$ cat src/rtl/serial_addsub_ctrl_pkg.sv
// Shared definitions for serial datapath controllers: FSM encodings and default width.
package serial_addsub_ctrl_pkg;
  localparam int DEFAULT_WIDTH = 8;

  typedef enum logic [1:0] {
    ST_IDLE = 2'd0,
    ST_RUN  = 2'd1,
    ST_DONE = 2'd2
  } state_e;
endpackage

$ cat src/rtl/serial_addsub_ctrl_if.sv
// Request/response bundle between a requesting unit (master) and the serial add/sub controller (slave).
interface serial_addsub_ctrl_if
  import serial_addsub_ctrl_pkg::*;
#(
  parameter int WIDTH = DEFAULT_WIDTH
);
  logic             start;
  logic             sub;
  logic [WIDTH-1:0] op_a;
  logic [WIDTH-1:0] op_b;
  logic             busy;
  logic             done;
  logic [WIDTH-1:0] result;
  logic             carry_out;
  logic             overflow;

  modport master (
    output start, sub, op_a, op_b,
    input  busy, done, result, carry_out, overflow
  );

  modport slave (
    input  start, sub, op_a, op_b,
    output busy, done, result, carry_out, overflow
  );
endinterface

$ cat src/rtl/serial_addsub_ctrl_fa.sv
// One-bit adder cell shared by serial datapaths: full_adder built from two half_adders.
module half_adder (
  input  logic a,
  input  logic b,
  output logic s,
  output logic c
);
  assign s = a ^ b;
  assign c = a & b;
endmodule

module full_adder (
  input  logic a,
  input  logic b,
  input  logic ci,
  output logic s,
  output logic co
);
  logic s0, c0, c1;

  half_adder u_ha0 (.a(a),  .b(b),  .s(s0), .c(c0));
  half_adder u_ha1 (.a(s0), .b(ci), .s(s),  .c(c1));

  assign co = c0 | c1;
endmodule

$ cat src/rtl/serial_addsub_ctrl.sv
// Bit-serial add/subtract controller: feeds one full_adder LSB-first over WIDTH cycles.
module serial_addsub_ctrl
  import serial_addsub_ctrl_pkg::*;
#(
  parameter int WIDTH = DEFAULT_WIDTH
) (
  input  logic                 clk,
  input  logic                 reset,
  serial_addsub_ctrl_if.slave  bus
);
  localparam int            CNT_W = $clog2(WIDTH);
  localparam int            ACC_W = WIDTH - 1;
  localparam logic [CNT_W-1:0] LAST = CNT_W'(WIDTH - 1);

  state_e             state_q, state_d;
  logic [CNT_W-1:0]   cnt_q, cnt_d;
  logic [WIDTH-1:0]   a_q, a_d;
  logic [WIDTH-1:0]   b_q, b_d;
  logic [ACC_W-1:0]   acc_q, acc_d;
  logic               cy_q, cy_d;
  logic [WIDTH-1:0]   result_q, result_d;
  logic               carry_out_q, carry_out_d;
  logic               overflow_q, overflow_d;

  logic fa_s, fa_co;

  full_adder u_fa (.a(a_q[0]), .b(b_q[0]), .ci(cy_q), .s(fa_s), .co(fa_co));

  always_comb begin
    state_d     = state_q;
    cnt_d       = cnt_q;
    a_d         = a_q;
    b_d         = b_q;
    acc_d       = acc_q;
    cy_d        = cy_q;
    result_d    = result_q;
    carry_out_d = carry_out_q;
    overflow_d  = overflow_q;
    case (state_q)
      ST_IDLE, ST_DONE: begin
        state_d = ST_IDLE;
        if (bus.start) begin
          // Subtract is A + ~B + 1: invert B and seed the carry with sub.
          state_d = ST_RUN;
          a_d     = bus.op_a;
          b_d     = bus.op_b ^ {WIDTH{bus.sub}};
          cy_d    = bus.sub;
          cnt_d   = '0;
          acc_d   = '0;
        end
      end
      ST_RUN: begin
        a_d   = a_q >> 1;
        b_d   = b_q >> 1;
        cy_d  = fa_co;
        acc_d = ACC_W'({fa_s, acc_q} >> 1);
        if (cnt_q == LAST) begin
          // cy_q is the carry into the MSB, fa_co the carry out of it.
          state_d     = ST_DONE;
          result_d    = {fa_s, acc_q};
          carry_out_d = fa_co;
          overflow_d  = cy_q ^ fa_co;
        end else begin
          cnt_d = cnt_q + CNT_W'(1);
        end
      end
      default: state_d = ST_IDLE;
    endcase
  end

  always_ff @(posedge clk) begin
    if (reset) begin
      state_q     <= ST_IDLE;
      cnt_q       <= '0;
      a_q         <= '0;
      b_q         <= '0;
      acc_q       <= '0;
      cy_q        <= 1'b0;
      result_q    <= '0;
      carry_out_q <= 1'b0;
      overflow_q  <= 1'b0;
    end else begin
      state_q     <= state_d;
      cnt_q       <= cnt_d;
      a_q         <= a_d;
      b_q         <= b_d;
      acc_q       <= acc_d;
      cy_q        <= cy_d;
      result_q    <= result_d;
      carry_out_q <= carry_out_d;
      overflow_q  <= overflow_d;
    end
  end

  assign bus.busy      = (state_q == ST_RUN);
  assign bus.done      = (state_q == ST_DONE);
  assign bus.result    = result_q;
  assign bus.carry_out = carry_out_q;
  assign bus.overflow  = overflow_q;
endmodule

$ cat src/flat_wrapper.sv
// flat-port wrapper written by rule: the top's interface ports become plain ports
module serial_addsub_ctrl_flat import serial_addsub_ctrl_pkg::*;
#(
  parameter int WIDTH = DEFAULT_WIDTH
)
  (clk, reset, bus_start, bus_sub, bus_op_a, bus_op_b, bus_busy, bus_done, bus_result, bus_carry_out, bus_overflow);
  serial_addsub_ctrl_if #(.WIDTH(WIDTH)) bus_i ();
  input  logic clk;
  input  logic reset;
  input wire logic [$bits(bus_i.start)-1:0] bus_start;
  input wire logic [$bits(bus_i.sub)-1:0] bus_sub;
  input wire logic [$bits(bus_i.op_a)-1:0] bus_op_a;
  input wire logic [$bits(bus_i.op_b)-1:0] bus_op_b;
  output wire logic [$bits(bus_i.busy)-1:0] bus_busy;
  output wire logic [$bits(bus_i.done)-1:0] bus_done;
  output wire logic [$bits(bus_i.result)-1:0] bus_result;
  output wire logic [$bits(bus_i.carry_out)-1:0] bus_carry_out;
  output wire logic [$bits(bus_i.overflow)-1:0] bus_overflow;
  assign bus_i.start = bus_start;
  assign bus_i.sub = bus_sub;
  assign bus_i.op_a = bus_op_a;
  assign bus_i.op_b = bus_op_b;
  assign bus_busy = bus_i.busy;
  assign bus_done = bus_i.done;
  assign bus_result = bus_i.result;
  assign bus_carry_out = bus_i.carry_out;
  assign bus_overflow = bus_i.overflow;
  serial_addsub_ctrl #(.WIDTH(WIDTH)) u_core (.clk(clk), .reset(reset), .bus(bus_i));
endmodule
$ cat config.mk
export PLATFORM = sky130hd
export DESIGN_NAME = serial_addsub_ctrl_flat
export DESIGN_NICKNAME = d
export VERILOG_FILES = /design/src/rtl/serial_addsub_ctrl_pkg.sv /design/src/rtl/serial_addsub_ctrl_if.sv /design/src/rtl/serial_addsub_ctrl_fa.sv /design/src/rtl/serial_addsub_ctrl.sv /design/src/flat_wrapper.sv
export SDC_FILE = /design/constraint.sdc
export NUM_CORES = 1
export LEC_CHECK = 0
export CAP_MARGIN = 20
export CORE_UTILIZATION = 30
export CTS_CLUSTER_SIZE = 30
export DETAILED_ROUTE_END_ITERATION = 10
export GPL_ROUTABILITY_DRIVEN = 1
export PLACE_DENSITY = 0.54
export SYNTH_ARGS = -nofsm -noshare
export SYNTH_HDL_FRONTEND = slang
export SYNTH_HIERARCHICAL = 1
export SYNTH_SLANG_ARGS = --single-unit
$ cat constraint.sdc
create_clock -name clk -period 1.7 [get_ports clk]
set_clock_uncertainty 0.15 [all_clocks]
set_input_delay 0.255 -clock clk [delete_from_list [all_inputs] [get_ports clk]]
set_output_delay 0.255 -clock clk [all_outputs]
set_load 0.02 [all_outputs]
### Word level (Yosys, flattened, before mapping)

Index checks and enable logic that the tools add are counted.

| storage, ports and cells | value |
|---|---|
| bits of input ports | 20 |
| output and inout bits | 12 |
| logic and storage cells | 43 |
| register bits after elaboration | 39 |

| cells by class | value |
|---|---|
| reduce and logical (&&, ||, !) cells | 6 |
| multiplexer cells | 14 |
| equal/unequal tests | 6 |
| bitwise operators | 7 |
| add/sub/neg operators | 1 |

Operators with widths:

| cell | number |
|---|---|
| 8-bit case mux with 2 select lines | 2 |
| 8-bit 2-to-1 mux | 2 |
| 7-bit case mux with 2 select lines | 1 |
| 8-bit XOR | 1 |
| 7-bit 2-to-1 mux | 1 |
| 3-bit 2-to-1 mux | 2 |
| 3-bit case mux with 2 select lines | 1 |
| 2-bit != test, second input constant | 2 |
| 2-bit case mux with 2 select lines | 1 |
| 2-bit AND reduction | 2 |
| 3-bit by 1-bit adder with 3-bit output, second input constant | 1 |
| 3-bit == test, second input constant | 1 |
| 3-bit AND reduction | 1 |
| 1-bit XOR | 3 |
| 1-bit AND | 2 |
| 2-bit by 1-bit == test with 1-bit output, second input constant | 1 |
| 2-bit == test, second input constant | 1 |
| 2-bit zero test | 1 |
| 1-bit 2-to-1 mux | 2 |
| 2-bit 2-to-1 mux | 1 |
| 2-bit by 1-bit != test with 1-bit output, second input constant | 1 |
| 1-bit case mux with 2 select lines | 1 |
| 2-bit nonzero test | 1 |
| 2-bit OR reduction | 1 |
| 1-bit OR | 1 |

### Longest topological paths before layout

| logic depth | value |
|---|---|
| depth after elaboration | 4 |
| depth in mapped cells | 6 |
| mapped depth without buffers | 5 |

### Modules after synthesis

Netlist, hierarchy kept.

By module, submodules not included:

| module | cells an instance | seq. area each (um^2) | times used | area an instance (um^2) |
|---|---|---|---|---|
| serial_addsub_ctrl | 187 | 780.7 | 1 | 1,620.3 |
| half_adder | 1 | 0.0 | 2 | 12.5 |
| full_adder | 1 | 0.0 | 1 | 6.3 |

### Least setup slack after synthesis

No wires, ideal clock.

| timing path | value |
|---|---|
| path kind | flip-flop to flip-flop |
| from | register u_core.a_q[0] |
| to | register u_core.overflow_q, in the netlist u_core/bus.overflow |
| cell stages (with the launch flop) | 6 |
| buffers on the path | 0 |
| library setup time | 86 ps |
| path slack | 136 ps |
| data required time | 1,464 ps |
| clock period less this slack | 1,564 ps |
| arrival time | 1,329 ps |
| cells stage by stage | dfxtp_1 > ha_1 > ha_1 > or2_1 > xnor2_1 > a211oi_1 |

| on the way | value |
|---|---|
| cells in the longest elaborated chain, start to end | 4 |
| elaborated cells between the ends (all ways) | 5 |
| classes of those cells | 5 x bitwise |

Ends and longest elaborated chain:

| item | line | RTL |
|---|---|---|
| start, declared | serial_addsub_ctrl.sv:17 | `logic [WIDTH-1:0] a_q, a_d;` |
| start signal, assigned | serial_addsub_ctrl.sv:75 | `a_q <= '0;` |
| start signal, assigned | serial_addsub_ctrl.sv:85 | `a_q <= a_d;` |
| 1-bit XOR | serial_addsub_ctrl_fa.sv:8 | `assign s = a ^ b;` |
| via u_core.u_fa.s0 | serial_addsub_ctrl_fa.sv:19 | `logic s0, c0, c1;` |
| 1-bit AND | serial_addsub_ctrl_fa.sv:9 | `assign c = a & b;` |
| via u_core.u_fa.c1 | serial_addsub_ctrl_fa.sv:19 |  |
| 1-bit OR | serial_addsub_ctrl_fa.sv:24 | `assign co = c0 \| c1;` |
| via u_core.fa_co | serial_addsub_ctrl.sv:25 | `logic fa_s, fa_co;` |
| 1-bit XOR | serial_addsub_ctrl.sv:62 | `overflow_d = cy_q ^ fa_co;` |
| end signal, assigned | serial_addsub_ctrl.sv:91 | `overflow_q <= overflow_d;` |
| end, declared | serial_addsub_ctrl.sv:23 | `logic overflow_q, overflow_d;` |

The timed path passes the listed nets, and every way through them passes these cells.
A chain may end at the register's enable or synchronous reset.

### Worst setup path after layout

| timing path | value |
|---|---|
| from | register u_core.overflow_q, in the netlist u_core/bus.overflow |
| to | output port bus_overflow |

RTL lines:

| item | line | RTL |
|---|---|---|
| end, declared | flat_wrapper.sv:18 | `output wire logic [$bits(bus_i.overflow)-1:0] bus_overflow;` |

No word-level cell between the ends.

==> results.sh <==
export IMPL_timing_critical_path_buf_inv=1
export IMPL_netlist_top_cells_count="dfxtp_1 (39), a21oi_1 (37), nand2_1 (29)"
export IMPL_antenna_found_initial=0
export IMPL_critPathMaxFanout=2
export IMPL_dp_hpwl_um=2130
export IMPL_root_buffer="clkbuf_8"
export IMPL_via_per_inst=4.70
export IMPL_synth_cell_type_count=23
export IMPL_path_cells="clkdlybuf4s50_1"
export IMPL_powerDensity_nw_per_um2=923
export IMPL_worst_pin_slew_ns=0.275
export IMPL_antenna_left=0
export IMPL_drc=0
export IMPL_synth_mux_area_frac=0
export IMPL_rsz0062_at_grt="true"
export IMPL_syn2layout_area_growth_pct=31.8
export IMPL_dpl_cell_area_um2=2050
export IMPL_hold_slack_ns=0.306
export IMPL_synth_fa_ha_area_frac=0.0303
export IMPL_max_cap_viol_count=0
export IMPL_numCtsBuffers=5
export IMPL_drt_iter0_drc=90
export IMPL_ys_flop_type="dfxtp_1"
export IMPL_ir_drop_v=0.000395
export IMPL_slew_violations=0
export IMPL_synth_edf_count=0
export IMPL_ys_warn_count=6
export IMPL_clkLatencyLatePin_ns=0.28
export IMPL_hold_viol=0
export IMPL_p_leak_nw=0.783
export IMPL_synth_area_um2=1650
export IMPL_core_um2=5200
export IMPL_yosysMostFrequentCell="dfxtp_1"
export IMPL_period_share=0.961
export IMPL_place_congestion=0.688
export IMPL_die_h_um=76.2
export IMPL_worst_setup_path_start_kind="register"
export IMPL_slowest_delay_ns=0.60
export IMPL_crit_required_ns=1.29
export IMPL_fin_area_um2=2180
export IMPL_postSynthCellCount=190
export IMPL_crit_slowest_cell="clkdlybuf4s50_1"
export IMPL_syn_num_nets=214
export IMPL_slew_headroom=0.817
export IMPL_worstSetupEndpointType="output port"
export IMPL_initial_core_util=0.317
export IMPL_grt_usage=0.134
export IMPL_cts_sinks=39
export IMPL_ys_async_sr_fraction=0
export IMPL_clk_pin_slew_worst_paths_ns=0.08
export IMPL_max_freq_ghz=0.612
export IMPL_min_path_type="reg -> reg"
export IMPL_placementRows=26
export IMPL_cts_buffer_depth=2
export IMPL_port_buffers=31
export IMPL_crit_family="buffers and inverters"
export IMPL_wirelength_um=3510
export IMPL_ios=32
export IMPL_holdBufCountCts=0
export IMPL_wl_per_cell_um=12.0
export IMPL_grt_max_degree=40
export IMPL_power_total_mw=2.01
export IMPL_drive_gt1_frac=0.0946
export IMPL_yosys_register_bits=39
export IMPL_criticalPathCategory="reg -> out"
export IMPL_synthSimpleGateAreaFrac=0.195
export IMPL_yosys_area_top_type="dfxtp_1"
export IMPL_synth_compound_area_share=0.185
export IMPL_synth_xor_area_frac=0.0477
export IMPL_via_count=1372
export IMPL_antenna_cells=0
export IMPL_ys_seq_area_frac=0.473
export IMPL_floorplan_die_area_um2=5810
export IMPL_cts_htree_levels=2
export IMPL_synth_top_area_frac=0.473
export IMPL_setup_viol=0
export IMPL_grt_pass1_vias=1391
export IMPL_period_minus_slack_ns=1.63
export IMPL_netlist_top_cells_area="dfxtp_1 (47%), a21oi_1 (11%), nand3_1 (8.2%)"
export IMPL_status="complete, no violations"
export IMPL_fp_dieW_um=76.2
export IMPL_grt_pass1_wl_um=6260
export IMPL_final_nets=245
export IMPL_cp_arrival_ns=1.23
export IMPL_grt_ovfl_total=0
export IMPL_avgSynthCellArea_um2=8.69
export IMPL_synth_top_family_by_area="simple AND/OR/NAND/NOR gates"
export IMPL_cts_tree="done"
export IMPL_drt_pass1_iter_count=4
-- per-layer routing --
layer | track usage | routed length (µm) | vias up
li1 | - | - | 721
met1 | 0.168 | 1810 | 620
met2 | 0.225 | 1540 | 29
met3 | 0.0323 | 135 | 2
met4 | 0.0462 | 20 | 0
met5 | 0 | 0 | -
-- report_power, final --
group | leakage [nW] | internal [mW] | switching [mW]
clock network | 0.0612 | 0.475 | 0.314
logic | 0.404 | 0.120 | 0.129
registers | 0.317 | 0.950 | 0.0210
total | 0.783 | 1.54 | 0.464
-- flip-flops by register name (all words and copies together), names as in the netlist --
register              count
u_core/cy_q               1
u_core/bus.result         8
u_core/cnt_q              3
u_core/b_q                8
u_core/bus.overflow       1
u_core/state_q            2
u_core/bus.carry_out      1
u_core/acc_q              7
u_core/a_q                8
-- repair_timing --
action	CTS	global route
buffers inserted	0	1
pin swaps	0	2
gates resized for setup	2	4
endpoints found under the setup margin	2	13
gates cloned	0	0
-- cell families (layout without fill, tap and decap cells) --
kind of cell             Yosys count  count (layout)
AO/OA/AOI/OAI                     53              53
adder cells (fa/ha/maj)            4               4
buffers and inverters             17              49
AND/OR/NAND/NOR                   68              68
XOR/XNOR                           9               9
flip-flops                        39              39
-- path summary, 6_finish.rpt --
| kind | slack, ns | endpoint | startpoint | cells after the start |
|---|---|---|---|---|
| worst min register to register | 0.31 | u_core/bus.result[7] | u_core/bus.result[7] | 2 |
| worst max-delay path | 0.07 | bus_overflow | u_core/bus.overflow | 1 |
| worst min-delay path | 0.31 | u_core/bus.result[7] | u_core/bus.result[7] | 2 |
| worst max register to register | 0.10 | u_core/bus.overflow | u_core/a_q[0] | 5 |
-- cell type report --
cell class                 instances  area, µm²
clock buffer                       6       82.6
clock inverter                     2       35.0
fill                             563       3030
inverter                           1       6.26
multi-input combinational        134        763
sequential                        39        781
tap                               70       87.6
timing repair buffer              40        422
-- cell usage in the layout, fill, tap and decap left out, types with 2 or more instances in the layout --
master            n
xor2_1            8
buf_4             5
nor2b_1           2
dfxtp_1          39
a22oi_1          15
nor2_1            2
buf_12            4
nand2_1          29
ha_1              4
nand2b_1          3
clkdlybuf4s50_1  29
a21oi_1          37
clkbuf_8          6
nand3_1          27
-- stage by stage --
| stage | cells | worst slack, ns | utilization | TNS (ns) |
|---|---|---|---|---|
| final | 292 | 0.0670 | 0.418 | 0 |
| after global routing | 292 | -0.0298 | 0.418 | -0.0336 |
| after CTS | 291 | 0.0498 | 0.416 | 0 |
| after detailed placement | 283 | 0.0918 | 0.394 | 0 |
| after global placement | 283 | 0.107 | 0.394 | 0 |
| after floorplan | 190 | 0.136 | - | 0 |
No activity file was read; power rests on OpenSTA's default activity.
